File: config.mk
export PLATFORM = sky130hd
export DESIGN_NAME = ctx_op_sequencer
export DESIGN_NICKNAME = d
export VERILOG_FILES = /design/src/rtl/ctx_seq_pkg.sv /design/src/rtl/ctx_restoring_div.sv /design/src/rtl/ctx_op_sequencer.sv
export SDC_FILE = /design/constraint.sdc
export NUM_CORES = 1
export LEC_CHECK = 0
export BUFFER_PORTS_ARGS = -buffer_cell sky130_fd_sc_hd__buf_2
export CORE_ASPECT_RATIO = 0.6
export CORE_UTILIZATION = 40
export DETAILED_ROUTE_END_ITERATION = 8
export HOLD_SLACK_MARGIN = 0.12
export PLACE_DENSITY = 0.67
export SYNTH_ARGS = -nofsm -noshare
export SYNTH_HDL_FRONTEND = slang
export SYNTH_SLANG_ARGS = --single-unit
File: constraint.sdc
create_clock -name CLK -period 3.55 [get_ports CLK]
set_input_delay 0.71 -clock CLK [delete_from_list [all_inputs] [get_ports CLK]]
set_output_delay 0.71 -clock CLK [all_outputs]
set_load 0.01 [all_outputs]
File: src/rtl/ctx_seq_pkg.sv
// Shared types and constants for the context arithmetic sequencer.
package ctx_seq_pkg;

  localparam int unsigned DEF_NBITS = 8;

  // Quotient substituted when the divisor is zero.
  localparam logic [DEF_NBITS-1:0] DIV0_QUOT = '1;

  typedef enum logic [2:0] {
    IDLE,
    SUB,
    DIV,
    MUL,
    HOLD
  } state_e;

endpackage

File: src/rtl/ctx_restoring_div.sv
// Iterative restoring divider: one quotient bit per cycle, NBITS cycles per divide.
module ctx_restoring_div #(
  parameter int unsigned NBITS = 8
) (
  input  logic             CLK,
  input  logic             RST,
  input  logic             START,
  input  logic [NBITS-1:0] DIVIDEND,
  input  logic [NBITS-1:0] DIVISOR,
  output logic             BUSY,
  output logic             DONE,
  output logic [NBITS-1:0] QUOT
);

  localparam int CW = $clog2(NBITS + 1);

  logic [NBITS-1:0] rem_q, rem_d;
  logic [NBITS-1:0] quot_q, quot_d;
  logic [NBITS-1:0] dvs_q;
  logic [CW-1:0]    cnt_q;
  logic [NBITS:0]   shifted;
  logic [NBITS:0]   trial;
  logic             bit_ok;

  always_comb begin
    shifted = {rem_q, quot_q[NBITS-1]};
    trial   = shifted - {1'b0, dvs_q};
    bit_ok  = ~trial[NBITS];
    rem_d   = bit_ok ? trial[NBITS-1:0] : shifted[NBITS-1:0];
    quot_d  = {quot_q[NBITS-2:0], bit_ok};
  end

  // QUOT is the combinational final step so the caller can use it on the DONE edge.
  assign BUSY = (cnt_q != '0);
  assign DONE = (cnt_q == CW'(1));
  assign QUOT = quot_d;

  always_ff @(posedge CLK) begin
    if (RST) begin
      rem_q  <= '0;
      quot_q <= '0;
      dvs_q  <= '0;
      cnt_q  <= '0;
    end else if (START) begin
      rem_q  <= '0;
      quot_q <= DIVIDEND;
      dvs_q  <= DIVISOR;
      cnt_q  <= CW'(NBITS);
    end else if (BUSY) begin
      rem_q  <= rem_d;
      quot_q <= quot_d;
      cnt_q  <= cnt_q - CW'(1);
    end
  end

endmodule

File: src/rtl/ctx_op_sequencer.sv
// Sequencer computing c = A-B, d += A/B and XOUT = c + A*B per operand pair.
//   state | meaning
//   IDLE  | ready for operands
//   SUB   | register c = A - B, launch divider
//   DIV   | wait for quotient (or substitute all-ones), accumulate
//   MUL   | register XOUT = c + A*B
//   HOLD  | present result until consumer accepts
module ctx_op_sequencer
  import ctx_seq_pkg::*;
#(
  parameter int unsigned NBITS = DEF_NBITS
) (
  input  logic             CLK,
  input  logic             RST,
  input  logic             IN_VALID,
  output logic             IN_READY,
  input  logic [NBITS-1:0] A,
  input  logic [NBITS-1:0] B,
  input  logic             CLR_ACC,
  output logic             OUT_VALID,
  input  logic             OUT_READY,
  output logic [NBITS-1:0] XOUT,
  output logic [NBITS-1:0] DOUT,
  output logic             DIV0
);

  localparam logic [NBITS-1:0] QUOT_ALL1 = '1;

  state_e             state_q, state_d;
  logic [NBITS-1:0]   a_q, a_d, b_q, b_d, c_q, c_d;
  logic [NBITS-1:0]   acc_q, acc_d, xout_q, xout_d;
  logic               div0_q, div0_d, out_valid_q, out_valid_d;
  logic               acc_en;
  logic [NBITS-1:0]   q_sel;
  logic [2*NBITS-1:0] prod;
  logic               div_start, div_busy, div_done;
  logic [NBITS-1:0]   div_quot;

  ctx_restoring_div #(.NBITS(NBITS)) u_div (
    .CLK      (CLK),
    .RST      (RST),
    .START    (div_start),
    .DIVIDEND (a_q),
    .DIVISOR  (b_q),
    .BUSY     (div_busy),
    .DONE     (div_done),
    .QUOT     (div_quot)
  );

  assign prod      = a_q * b_q;
  assign div_start = (state_q == SUB) && (b_q != '0) && !div_busy;

  always_comb begin
    state_d     = state_q;
    a_d         = a_q;
    b_d         = b_q;
    c_d         = c_q;
    xout_d      = xout_q;
    div0_d      = div0_q;
    out_valid_d = out_valid_q;
    acc_en      = 1'b0;
    q_sel       = '0;
    case (state_q)
      IDLE: if (IN_VALID) begin
        a_d     = A;
        b_d     = B;
        state_d = SUB;
      end
      SUB: begin
        c_d     = a_q - b_q;
        state_d = DIV;
      end
      DIV: begin
        div0_d = (b_q == '0);
        if (b_q == '0) begin
          acc_en  = 1'b1;
          q_sel   = QUOT_ALL1;
          state_d = MUL;
        end else if (div_done) begin
          acc_en  = 1'b1;
          q_sel   = div_quot;
          state_d = MUL;
        end
      end
      MUL: begin
        xout_d      = c_q + prod[NBITS-1:0];
        out_valid_d = 1'b1;
        state_d     = HOLD;
      end
      HOLD: if (OUT_READY) begin
        out_valid_d = 1'b0;
        state_d     = IDLE;
      end
      default: state_d = IDLE;
    endcase
    // Clear beats a coincident accumulate; the quotient is dropped.
    if (CLR_ACC)     acc_d = '0;
    else if (acc_en) acc_d = acc_q + q_sel;
    else             acc_d = acc_q;
  end

  always_ff @(posedge CLK) begin
    if (RST) begin
      state_q     <= IDLE;
      a_q         <= '0;
      b_q         <= '0;
      c_q         <= '0;
      acc_q       <= '0;
      xout_q      <= '0;
      div0_q      <= 1'b0;
      out_valid_q <= 1'b0;
    end else begin
      state_q     <= state_d;
      a_q         <= a_d;
      b_q         <= b_d;
      c_q         <= c_d;
      acc_q       <= acc_d;
      xout_q      <= xout_d;
      div0_q      <= div0_d;
      out_valid_q <= out_valid_d;
    end
  end

  assign IN_READY  = (state_q == IDLE);
  assign OUT_VALID = out_valid_q;
  assign XOUT      = xout_q;
  assign DOUT      = acc_q;
  assign DIV0      = div0_q;

endmodule

-- Yosys cells after proc, flatten, opt, wreduce, memory -nomap -nowiden
Index checks and enable logic that the tools add are counted.
- $add $sub $neg: 5
- $mul: 1
- eq/ne operators: 8
- muxes and demuxes: 18
- bitwise logic cells: 1
- reduce and logical (&&, ||, !) cells: 14
- operators with widths (cell ; number):
    2-to-1 mux 8 bit ; 6
    adder 8 bit ; 2
    one-hot mux 3 bit (5 select lines) ; 1
    2-to-1 mux 3 bit ; 4
    subtractor 9 x 8 -> 9 bit ; 1
    zero test 8 bit ; 1
    multiplier 8 x 8 -> 8 bit ; 1
    2-to-1 mux 4 bit ; 2
    nonzero test 8 bit ; 1
    subtractor 8 bit ; 1
    equality test 3 x 2 -> 1 bit, second input constant ; 2
    equality test 4 x 1 -> 1 bit, second input constant ; 1
    2-to-1 mux 1 bit ; 4
    != test 2 bit, second input constant ; 2
    AND reduction 2 bit ; 2
    nonzero test 2 bit ; 2
    nonzero test 4 bit ; 1
    OR reduction 2 bit ; 2
    subtractor 4 x 1 -> 4 bit, second input constant ; 1
    equality test 3 x 1 -> 1 bit, second input constant ; 1
    equality test 3 bit, second input constant ; 1
    zero test 3 bit ; 1
    != test 3 bit, second input constant ; 1
    AND reduction 3 bit ; 1
    4 further kinds ; 5
- bits in registers: 73

-- Longest topological paths before layout
- depth in word-level cells: 6
- mapped depth: 18

-- Cells and area by module
A second synthesis with hierarchy kept.
- cell total of the unflattened synthesis: 615
- area, all modules: 4988.5 sq um
- modules (own cells, without submodules) (module ; instances ; cells each ; area an instance (sq um) ; seq. area each (sq um)):
    ctx_op_sequencer ; 1 ; 419 ; 3364.5 ; 900.9
    ctx_restoring_div ; 1 ; 196 ; 1624.1 ; 560.5

-- Worst setup path before layout
Ideal clock, no wire load.
- path type: flip-flop to flip-flop
- from: register b_q[1]
- to: register xout_q[7], in the netlist XOUT[7]
- arrival time: 3590 ps
- required time: 3464 ps
- path slack: -125 ps
- cell stages (with the launch flop): 15
- cells stage by stage: dfxtp_1 > buf_4 > nand2_1 > fa_1 > inv_1 > fa_1 > inv_1 > fa_1 > fa_1 > inv_1 > ha_1 > a21oi_1 > xnor2_1 > xnor2_1 > a211oi_1
- word-level cells in the longest chain between the ends: 2
- ends and longest elaborated chain (element ; RTL line ; text):
    from (decl) ; ctx_op_sequencer.sv:30 ; logic [NBITS-1:0] a_q, a_d, b_q, b_d, c_q, c_d;
    from (signal assigned) ; ctx_op_sequencer.sv:106 ; b_q <= '0;
    from (signal assigned) ; ctx_op_sequencer.sv:115 ; b_q <= b_d;
    multiplier 8 x 8 -> 8 bit ; ctx_op_sequencer.sv:50 ; assign prod = a_q * b_q;
    adder 8 bit ; ctx_op_sequencer.sv:86 ; xout_d = c_q + prod[NBITS-1:0];
    to (signal assigned) ; ctx_op_sequencer.sv:118 ; xout_q <= xout_d;
    to (decl) ; ctx_op_sequencer.sv:31 ; logic [NBITS-1:0] acc_q, acc_d, xout_q, xout_d;
Every way passes these cells.
A chain may end at the register's enable or synchronous reset.

-- Worst setup path after layout
Ends and elaborated chain as after synthesis.

==> impl_metrics.toml <==
[die]
die_w_um = 146
row_count = 31
die-area_mm2 = 0.0128
die_height_um = 88.2
initial_core_util = 0.411
core_area_mm2 = 0.0121
ios = 40

[sta]
setup_viol = 1
finalCritPeriodShare = 1.00
finalWorstSetupSlack_ns = -0.0147
final-hold-violation-count = 0
tightestPinTransition_ns = 0.818
rsz0062_at_grt = "yes"
period_minus_slack_ns = 3.56
maxSlewViolCount = 0
hold_ws_ns = 0.451
max_freq_mhz = 281
clock_skew_ns = 0.00474
setup_tns_ns = -0.0147
max_slew_margin = 0.454

[clock_network]
clkLatencyLatePin_ns = 0.34
cts.clk_slew.worst_paths_ns = 0.06
htree_levels = 3
root_buffer = "clkbuf_16"
cts_max_path_buffers = 2
cts_buffers = 9
cts_tree = "built"
cts.sinks = 73

[setup_path]
worst-path-stages = 14
critical-path-slowest-cell = "fa_1"
crit_path_max_fanout = 8
critPathCaptureType = "register"
cpMostUsedCell = "fa_1"
required_ns = 3.80
critical_path_class = "register to register"
cp.arrival_ns = 3.82
crit_chain = "nand2_2, fa_1, fa_1, inv_1, ha_1, inv_1, fa_1, fa_2, inv_2, a21o_1, a21oi_2, xnor2_1, xnor2_1, a211oi_1"
r2r.worst_path.cells = 14
crit_path_max_incr_delay_ns = 0.51
critical_path_buf_inv_count = 3
crit_family = "adder cells"
crit_path_start_kind = "register"

[layout]
drive_above_1_share = 0.206
layout.nets = 768
layout_commonest_cell = "nand2_1"
fillers = 1164
final_cell_mix = "nand2_1 (100), dfxtp_1 (65), a21oi_1 (56)"
fin_area_mm2 = 0.00599
final_util = 0.497
antenna_cells = 0
synthToLayoutAreaGrowth_pct = 21.0

[synth]
synth-seq-area-share = 0.295
synth-edff-count = 0
yosys_register_bits = 73
yosysWarnings = 0
ys.flop_type = "dfxtp_1"
synthAdderAreaFrac = 0.201
async_reset_ff_frac = 0
synth_compound_area_frac = 0.156
synth_cell_types = 51
postSynthCellCount = 619
syn_area_mm2 = 0.00495
synth_simple_gate_area_frac = 0.207
syn_nets = 707
synth_xor_area_frac = 0.0601
synth_mux_area_frac = 0.00808
syn_avg_cell_area_um2 = 8.00
synth_top_family_by_area = "simple AND/OR/NAND/NOR gates"

[grt]
grt_max_degree = 43
antenna_found_initial = 0
track_usage = 0.209
grt_pass1_wl_um = 21100
overflow = 0
grt_pass1_vias = 4343

[status]
violations = "negative setup slack"
outcome = "finished, violations left"

[drt]
ant_nets = 0
dr.pass1.iters = 5
drt_iter0_drc = 254
vias_per_cell = 5.18
routed_wl_um = 12700
drcViolationCount = 0
vias = 4398
post_drt_wl_per_cell_um = 15.0

[power]
leakage_uw = 0.00253
ir_worst_vdd_mv = 0.301
power.density_mw_per_mm2 = 596

[job]
maxCapViolations = 0

[place]
io_buffers = 39
place_area_mm2 = 0.00553
dpl.hpwl_um = 9590
place.gp.congestion = 0.886

[min_path]
hp-class = "register to register"
hold_depth = 2
[power breakdown]
| group | leakage (uW) | internal, uW | switching, uW |
|---|---|---|---|
| clock network | 0.000148 | 576 | 341 |
| logic | 0.00178 | 643 | 918 |
| registers | 0.000600 | 967 | 128 |
| total | 0.00253 | 2190 | 1390 |
[synth_stat cells (5+ instances only)]
master / n / area, um2
clkbuf_1: 23 / 86.3
nand3_1: 17 / 85.1
a21oi_1: 60 / 300
inv_1: 61 / 229
dfxtp_1: 73 / 1460
o21ai_0: 18 / 90.1
nor3_1: 10 / 50.1
nor2_1: 53 / 199
a311oi_1: 7 / 61.3
xor2_1: 5 / 43.8
nor2b_1: 7 / 43.8
and2_1: 6 / 37.5
nand2_1: 103 / 387
a21o_1: 8 / 60.1
o21a_1: 6 / 45.0
ha_1: 46 / 576
fa_1: 21 / 420
a211oi_1: 10 / 75.1
xnor2_1: 29 / 254
[layer usage]
metal | track usage | vias up | wire length, um | part of all wire
li1 | - | 2189 | - | -
met1 | 0.298 | 2072 | 6680 | 0.52
met2 | 0.317 | 122 | 5270 | 0.41
met3 | 0.0484 | 15 | 663 | 0.052
met4 | 0.0526 | 0 | 108 | 0.0085
met5 | 0 | - | 0 | 0
[layout make-up]
cell class	instances	area [um2]	share of cell area
well taps	165	206	0.0344
repair buffers	80	503	0.0839
clock buffers	12	256	0.0428
multi-input cells	455	3280	0.547
inverters	61	229	0.0382
flip-flops and latches	73	1480	0.247
clock inverters	3	40.0	0.00668
[per-stage QoR]
step                      setup WS [ns]  total power, uW  std cells
final                           -0.0147             3570        849
after global routing             -0.136             3820        849
after CTS                       -0.0103             3530        848
after detailed placement         -0.179             2580        829
after global placement           -0.132             2540        829
after floorplan                 0.00440             2190        619
[state kept, by name, indices dropped and copies added (netlist names)]
register,count
state_q,3
u_div.dvs_q,8
DIV0,1
c_q,8
DOUT,8
XOUT,8
u_div.cnt_q,4
b_q,8
u_div.quot_q,8
u_div.rem_q,8
a_q,8
OUT_VALID,1
[path summary, 6_finish.rpt]
kind	startpoint	endpoint	slack (ns)
max reg2reg	b_q[1]$_SDFFE_PP0P_	XOUT[7]$_SDFFE_PP0P_	-0.01
min reg2reg	XOUT[5]$_SDFFE_PP0P_	XOUT[5]$_SDFFE_PP0P_	0.45
min	XOUT[5]$_SDFFE_PP0P_	XOUT[5]$_SDFFE_PP0P_	0.45
max	b_q[1]$_SDFFE_PP0P_	XOUT[7]$_SDFFE_PP0P_	-0.01
[cells by family (layout without fill, tap and decap cells)]
| kind of cell | after synthesis | count (layout) |
|---|---|---|
| AND/OR/NAND/NOR | 224 | 224 |
| adder cells (fa/ha/maj) | 67 | 67 |
| buffers and inverters | 91 | 156 |
| flip-flops | 73 | 73 |
| XOR/XNOR | 34 | 34 |
| multiplexers | 4 | 4 |
| AO/OA/AOI/OAI | 126 | 126 |
[what timing repair did]
| action | CTS | global route |
|---|---|---|
| resized for setup | 17 | 26 |
| buffers inserted | 4 | 1 |
| hold buffers | 0 | 0 |
| setup endpoints to repair | 3 | 6 |
| pin swaps | 14 | 27 |
[worst register-to-register path: cells and delay by family, from the launching register on]
kind            cells  cell delay [ns]
fa+ha+maj           5             2.16
flops               1             0.42
compound gates      3             0.39
xor+xnor            2             0.30
buf+inv             3             0.15
simple gates        1             0.07
Note: power is estimated with default switching activity, not from simulation.
